===== config.mk =====
export PLATFORM = sky130hd
export DESIGN_NAME = uart_rx
export DESIGN_NICKNAME = d
export VERILOG_FILES = /design/src/rtl/uart_pkg.sv /design/src/rtl/uart_rx_sync.sv /design/src/rtl/uart_rx.sv
export SDC_FILE = /design/constraint.sdc
export NUM_CORES = 1
export LEC_CHECK = 0
export CAP_MARGIN = 20
export CELL_PAD_IN_SITES_DETAIL_PLACEMENT = 1
export CELL_PAD_IN_SITES_GLOBAL_PLACEMENT = 1
export CORE_MARGIN = 10
export CORE_UTILIZATION = 40
export DETAILED_ROUTE_END_ITERATION = 6
export HOLD_SLACK_MARGIN = 0.08
export PLACE_DENSITY_LB_ADDON = 0.1
export SLEW_MARGIN = 20
export SYNTH_ARGS = -nofsm -noshare
export SYNTH_HDL_FRONTEND = slang
export SYNTH_SLANG_ARGS = --single-unit

===== constraint.sdc =====
create_clock -name SER_CLK -period 5.6 [get_ports SER_CLK]
set_input_delay 1.12 -clock SER_CLK [delete_from_list [all_inputs] [get_ports SER_CLK]]
set_output_delay 1.12 -clock SER_CLK [all_outputs]
set_load 0.02 [all_outputs]

===== src/rtl/uart_pkg.sv =====
// Shared UART definitions: FSM state encoding, default clocking constants and
// the mid-bit offset helper used by the receiver and the transmitter.
package uart_pkg;

    localparam int CLK_FREQ_HZ       = 32'd12_000_000;
    localparam int UART_BAUD_DEFAULT = 32'd9600;

    typedef enum logic [2:0] {
        IDLE    = 3'b000,
        START   = 3'b001,
        DATA    = 3'b010,
        STOP    = 3'b011,
        CLEANUP = 3'b100
    } uart_state_t;

    // Cycles from start-bit detect to the centre of the start bit.
    function automatic int half_bit(input int clks_per_bit);
        return (clks_per_bit - 32'sd1) / 32'sd2;
    endfunction

endpackage


===== src/rtl/uart_rx_sync.sv =====
// Two-flop synchroniser for an asynchronous single-bit input, with a
// selectable reset value so idle-high lines come out of reset idle.
module uart_rx_sync
    import uart_pkg::*;
#(
    parameter logic RESET_VALUE = 1'b1
) (
    input  logic clk,
    input  logic rst,
    input  logic async_in,
    output logic sync_out
);

    logic meta_r;

    // Metastability flop followed by the output flop.
    always_ff @(posedge clk) begin
        if (rst) begin
            meta_r   <= RESET_VALUE;
            sync_out <= RESET_VALUE;
        end else begin
            meta_r   <= async_in;
            sync_out <= meta_r;
        end
    end

endmodule


===== src/rtl/uart_rx.sv =====
// 8N1 UART receiver, LSB first, single mid-bit sample per bit. Emits a
// one-cycle RX_DV with the byte or a one-cycle FRAME_ERR per frame.
module uart_rx
    import uart_pkg::*;
#(
    parameter int UART_BAUD    = UART_BAUD_DEFAULT,
    parameter int CLKS_PER_BIT = CLK_FREQ_HZ / UART_BAUD
) (
    input  logic       SER_CLK,
    input  logic       RST,
    input  logic       RX_DATA,
    output logic [7:0] RX_BYTE,
    output logic       RX_DV,
    output logic       FRAME_ERR
);

    localparam logic [31:0] HALF = 32'(half_bit(CLKS_PER_BIT));
    localparam logic [31:0] LAST = 32'(CLKS_PER_BIT - 32'sd1);

    logic        rx_s;
    uart_state_t state_r;
    logic [31:0] clk_count_r;
    logic [2:0]  bit_idx_r;
    logic [7:0]  shift_r;
    logic        armed_r;
    logic [1:0]  sync_fill_r;

    uart_rx_sync #(
        .RESET_VALUE (1'b1)
    ) u_sync (
        .clk      (SER_CLK),
        .rst      (RST),
        .async_in (RX_DATA),
        .sync_out (rx_s)
    );

    // Receiver FSM, bit counters, shift register and output pulses.
    always_ff @(posedge SER_CLK) begin
        if (RST) begin
            state_r     <= IDLE;
            clk_count_r <= 32'd0;
            bit_idx_r   <= 3'd0;
            shift_r     <= 8'd0;
            armed_r     <= 1'b0;
            sync_fill_r <= 2'b00;
            RX_BYTE     <= 8'd0;
            RX_DV       <= 1'b0;
            FRAME_ERR   <= 1'b0;
        end else begin
            RX_DV       <= 1'b0;
            FRAME_ERR   <= 1'b0;
            sync_fill_r <= {sync_fill_r[0], 1'b1};
            case (state_r)
                IDLE: begin
                    clk_count_r <= 32'd0;
                    bit_idx_r   <= 3'd0;
                    // The synchroniser holds its reset value for two cycles, so
                    // only a high that really came from the line may arm.
                    if (!armed_r) begin
                        if (rx_s && sync_fill_r[1]) begin
                            armed_r <= 1'b1;
                        end
                    end else if (!rx_s) begin
                        state_r <= START;
                    end
                end
                START: begin
                    if (clk_count_r == HALF) begin
                        clk_count_r <= 32'd0;
                        bit_idx_r   <= 3'd0;
                        state_r     <= rx_s ? IDLE : DATA;
                    end else begin
                        clk_count_r <= clk_count_r + 32'd1;
                    end
                end
                DATA: begin
                    if (clk_count_r == LAST) begin
                        clk_count_r        <= 32'd0;
                        shift_r[bit_idx_r] <= rx_s;
                        if (bit_idx_r == 3'd7) begin
                            state_r <= STOP;
                        end else begin
                            bit_idx_r <= bit_idx_r + 3'd1;
                        end
                    end else begin
                        clk_count_r <= clk_count_r + 32'd1;
                    end
                end
                STOP: begin
                    if (clk_count_r == LAST) begin
                        clk_count_r <= 32'd0;
                        if (rx_s) begin
                            RX_BYTE <= shift_r;
                            RX_DV   <= 1'b1;
                        end else begin
                            FRAME_ERR <= 1'b1;
                        end
                        state_r <= CLEANUP;
                    end else begin
                        clk_count_r <= clk_count_r + 32'd1;
                    end
                end
                CLEANUP: begin
                    // A held-low line (break) parks here after one FRAME_ERR.
                    if (rx_s) begin
                        armed_r <= 1'b1;
                        state_r <= IDLE;
                    end
                end
                default: begin
                    state_r <= IDLE;
                end
            endcase
        end
    end

endmodule


Word-level counts from Yosys, hierarchy flattened
Cells that the tools add are included.
{ "totals": {"reg_bits": 61, "out_inout_bits": 10, "elab_cells": 72, "inputBits": 3} }
{ "op_classes": {"order_cmp": 2, "bitwise": 2, "muxes": 26, "n_reduce_logical": 13, "addsub": 2, "n_eq_ne": 15} }
{ "ops": {"columns": ["operator", "n"], "rows": [
  ["32-bit case mux with 3 select lines", 1],
  ["32-bit two-way mux", 2],
  ["32-bit by 1-bit adder with 32-bit output, second input constant", 1],
  ["32-bit by 10-bit equality test with 1-bit output, second input constant", 1],
  ["32-bit by 11-bit equality test with 1-bit output, second input constant", 1],
  ["3-bit two-way mux", 10],
  ["3-bit case mux with 5 select lines", 1],
  ["2-bit != test, second input constant", 7],
  ["3-bit case mux with 3 select lines", 1],
  ["8-bit bitwise mux", 1],
  ["1-bit two-way mux", 7],
  ["7-bit AND reduction", 1],
  ["3-bit by 2-bit equality test with 1-bit output, second input constant", 2],
  ["3-bit equality test, second input constant", 2],
  ["3-bit nonzero test", 2],
  ["3-bit by 4-bit less-than comparator with 1-bit output, second input constant", 1],
  ["2-bit AND reduction", 2],
  ["4-bit AND reduction", 1],
  ["3-bit by 1-bit adder with 3-bit output, second input constant", 1],
  ["1-bit demux with 3-bit select", 1],
  ["3-bit by 1-bit equality test with 1-bit output, second input constant", 1],
  ["3-bit by 1-bit greater-or-equal comparator with 1-bit output, second input constant", 1],
  ["3-bit logical NOT", 1],
  ["3-bit AND reduction", 1],
  ["8 further kinds", 10]
]} }

Longest topological paths before layout
{ "logic_depth": {"ltp_word": 5, "ltp_mapped": 10, "depth_no_buf": 8} }

Modules after synthesis
Synthesis repeated with hierarchy kept, for this count alone.
{ "unflattened": {"hier_cells": 357, "hier_area_um2": 3213.1} }
{ "modules_own_cells": {"columns": ["mod", "instances", "seq_area_each_um2", "area_each_um2", "cells_each"], "rows": [
  ["uart_rx", 1, 1181.1, 3160.5, 353],
  ["uart_rx_sync", 1, 40.0, 52.6, 4]
]} }

Worst setup path after synthesis
Ideal clock, no wire load.
{ "synth_timing": {"kind": "flip-flop to flip-flop", "start": "register clk_count_r[0]", "end": "register clk_count_r[24]", "stages_incl_launch_ff": 8, "required_time_ns": 5.480, "arrival_time_ns": 2.087, "period_less_slack_ns": 2.206, "path_buffers": 0, "setup_time_ns": 0.120, "path_slack_ns": 3.394, "cell_sequence": "dfxtp_1 > ha_1 > nand3_1 > or4_1 > nor2_2 > nand3_1 > and3_1 > a211o_1"} }
{ "synth_between": {"elab_chain_len": 3, "word_cells_on_any_way": 6, "classes_between": "1 x add/sub; 2 x eq/ne; 3 x mux"} }
{ "synth_lines": {"columns": ["item", "line_no", "source"], "rows": [
  ["start, declared", "uart_rx.sv:22", "logic [31:0] clk_count_r;"],
  ["start signal, assigned", "uart_rx.sv:73", "clk_count_r <= clk_count_r + 32'd1;"],
  ["start signal, assigned", "uart_rx.sv:86", "clk_count_r <= clk_count_r + 32'd1;"],
  ["start signal, assigned", "uart_rx.sv:100", "clk_count_r <= clk_count_r + 32'd1;"],
  ["32-bit by 1-bit adder with 32-bit output, or another cell as far along", "uart_rx.sv:73, uart_rx.sv:86, uart_rx.sv:100", null],
  ["32-bit two-way mux (on tied branches)", "uart_rx.sv:77, uart_rx.sv:90, uart_rx.sv:68", null],
  ["32-bit case mux with 3 select lines (*)", "uart_rx.sv:53", "case (state_r)"]
]} }
Mark *: on every way between the ends. The rest lies on a longest branch, timed or not.
A chain may end at the register's enable or synchronous reset.

Worst setup path after layout
{ "layout_timing": {"start": "register clk_count_r[0]", "end": "register clk_count_r[31]"} }
The elaborated chain is that of the path after synthesis.

==> impl_metrics.csv <==
group,metric,value,unit
run_status,status,"finished, final reports clean",
power_and_ir_drop,combPwrFrac,6.7,%
synth,synth.top_cell.area_share,40.89,%
global_route,grt_pass1_vias,2413,
clock_network,cts_tree,"done",
sta,fin_worst_skew,10.22,ps
clock_network,cts-resized-gates,0,
clock_network,path_clk_slew,80,ps
setup_path,crit_fanout,35,
clock_network,cts_hold_buffers,0,
setup_path,cp_num_buf_inv,1,
power_and_ir_drop,power.density,254.6,mW/mm2
place,dpl.hpwl,4769,um
synth,synth-seq-cells,61,
floorplanning,core-area,0.007253,mm2
sta,fin_crit,2629,ps
global_route,gr-total-overflow,0,
synth,ys_seq_area_share,40.89,%
run,drv_cap,0,
synth,syn-cell-area,0.002987,mm2
power_and_ir_drop,sw_frac_of_total,27.43,%
detailed_routing,vias,2537,
power_and_ir_drop,total_power,857.0,uW
clock_network,cts_buffers,9,
sta,tns,0,ps
synth,synth.area.top_cells,"dfxtp_1, mux2i_1, nor2_1",
synth,synth.largest_area_cell,"dfxtp_1",
finish,nets,356,
sta,max_freq,380.4,MHz
global_route,grt_usage,12.79,%
setup_path,path_cells,"ha_1, nand4_1, or4b_4, o31ai_4, a21oi_4, buf_16, and3_1, a221o_1",
power_and_ir_drop,p_int,622.0,uW
detailed_routing,finalWirelength,7033,um
global_route,antenna_found_initial,0,
power_and_ir_drop,p_clk_share,41.3,%
floorplanning,dieArea,0.01132,mm2
place,gp_congestion,0.7644,
setup_path,cp-end-kind,"flip-flop",
detailed_routing,wl_per_cell,15.56,um
min_path,hp-class,"reg2reg",
synth,synth_nets,348,
clock_network,cts-htree-levels,3,
setup_path,start_kind,"flip-flop",
setup_path,crit_slowest_cell,"or4b_4",
clock_network,worstSkewPairLatency,340,ps
sta,post-route-period-util,46.95,%
floorplanning,die_w,106.4,um
synth,netlist-cell-type-count,57,
clock_network,clock-root-buffer,"clkbuf_8",
finish,drive_above_1_share,9.915,%
setup_path,max_stage_delay,550,ps
synth,syn_avg_cell_area,8.784,um2
clock_network,post-cts-setup-buffers,0,
detailed_routing,dr.pass1.iters,4,
setup_path,path_class,"reg2reg",
sta,final-hold-violation-count,0,
setup_path,cp.required,5830,ps
clock_network,cts.sinks,61,
global_route,grt_pass1_wl,12000,um
finish,syn2layout_area_growth,12.69,%
power_and_ir_drop,peakVddDrop,0.1559,mV
sta,rsz0062_at_grt,"false",
detailed_routing,drc,0,
detailed_routing,ant_nets,0,
power_and_ir_drop,sequentialPowerShare,52.1,%
floorplanning,rows,31,
synth,ys.flop_type,"dfxtp_1",
synth,synthArstFlopShare,0,%
power_and_ir_drop,leakagePower,1.306,nW
detailed_routing,drt_iter0_drc,90,
synth,synth_edf_count,0,
setup_path,critPathTopFamily,"simple AND/OR/NAND/NOR gates",
finish,diodes,0,
clock_network,cts_buffer_depth,2,
power_and_ir_drop,p_sw,235.1,uW
finish,post-route-util,46.40,%
global_route,grt_max_degree,54,
synth,synth_cells,340,
sta,worstMarginPinSlew,769.9,ps
place,io_buffers,12,
detailed_routing,via_per_inst,5.613,
sta,slew_viol_final,0,
sta,finalSetupViolCount,0,
floorplanning,ios,13,
synth,ys.warnings.count,0,
setup_path,cp_data_arrival_time,2860,ps
floorplanning,die_h,106.4,um
sta,slew_headroom,48.20,%
floorplanning,start_util,41.18,%
[power groups by stage]
| stage | clock (mW) | combinational [mW] | sequential, mW |
|---|---|---|---|
| 6_report | 0.354 | 0.0572 | 0.446 |
| 5_1_grt | 0.383 | 0.0652 | 0.447 |
| 4_1_cts | 0.366 | 0.0540 | 0.446 |
| 3_5_place_dp | 0 | 0.0535 | 0.457 |
| 3_3_place_gp | 0 | 0.0524 | 0.456 |
| 2_1_floorplan | 0 | 0.0494 | 0.451 |
[cell usage in the layout (no fill, tap or decap), drive strengths merged, types with 3 or more instances in the layout]
master and instances:
a221o 3, a21oi 19, nor2 43, clkdlybuf4s50 12
o21ai 9, buf 3, or4 5, a21o 7
dfxtp 61, ha 5, nand2b 4, a31oi 18
clkbuf 9, nand3 16, a22o 7, nand4b 4
inv 8, nor4 10, or2 3, o31ai 3
clkinv 6, nor2b 4, and3 7, nand2 30
mux2i 17, nand4 11
[synthesized netlist by cell type, types with 2 or more instances]
cell type and count:
a21o_1 7, a21oi_1 18, a221o_1 3, a22o_1 7, a31oi_1 18, and2_1 2, and3_1 7, and4bb_1 2
buf_1 4, buf_2 4, buf_6 2, clkbuf_1 7, dfxtp_1 61, ha_1 5, inv_1 8, mux2i_1 17
nand2_1 30, nand2b_1 4, nand3_1 14, nand3b_1 2, nand4_1 10, nand4b_1 4, nor2_1 41, nor2_2 2
nor2b_1 4, nor3_1 2, nor3b_1 2, nor4_1 8, o211ai_1 2, o21ai_0 9, o31ai_1 2, o41ai_1 2
or2_2 3, or4_1 4
[routing by layer]
metal  up-vias  track usage [%]  part of all wire [%]
met5         -                0                     0
met4         0            4.449                   1.5
met3        11            4.106                   2.6
met2        22            18.02                    44
met1      1227            17.78                    52
li1       1277                -                     -
[final timing paths]
path | from | slack (ps) | cells past startpoint | end
worst min-delay path | u_sync.meta_r | 420 | 1 | u_sync.sync_out
worst max register to register | clk_count_r[0] | 2970 | 8 | clk_count_r[31]
worst max-delay path | clk_count_r[0] | 2970 | 8 | clk_count_r[31]
worst min register to register | u_sync.meta_r | 420 | 1 | u_sync.sync_out
[per-stage QoR]
step	instances	cell area [um2]	setup slack [ps]	hold slack, ps
after CTS	451	3338	2691	423.3
after floorplan	340	2987	3394	389.5
after detailed placement	435	3162	2323	402.3
final	452	3366	2971	418.4
after global placement	435	3162	2370	393.1
after global routing	452	3366	2800	458.6
[state kept, by name, summed over array words and instances (netlist names)]
register,cells
FRAME_ERR,1
state_r,3
sync_fill_r,2
clk_count_r,32
u_sync.sync_out,1
bit_idx_r,3
shift_r,8
RX_BYTE,8
u_sync.meta_r,1
RX_DV,1
armed_r,1
[final cells by class]
type	count	area, um2
sequential	61	1221
multi-input combinational	253	1652
inverter	8	30.03
clock buffer	9	123.9
fill	888	3887
timing repair buffer	15	162.7
tap	99	123.9
clock inverter	7	52.55
[worst register-to-register path, cell delays in order (launching register included)]
cell     delay, ps
dfxtp_1        450
ha_1           210
nand4_1        100
or4b_4         550
o31ai_4        320
a21oi_4        220
buf_16         240
and3_1         190
a221o_1        250
[logic make-up after synthesis]
logic type,synth area share [%]
xor+xnor,0.2933
fa+ha+maj,2.095
buf+inv,4.064
flops,40.89
mux,6.074
simple gates,28.11
compound gates,18.48
No activity file was read; power rests on OpenSTA's default activity.
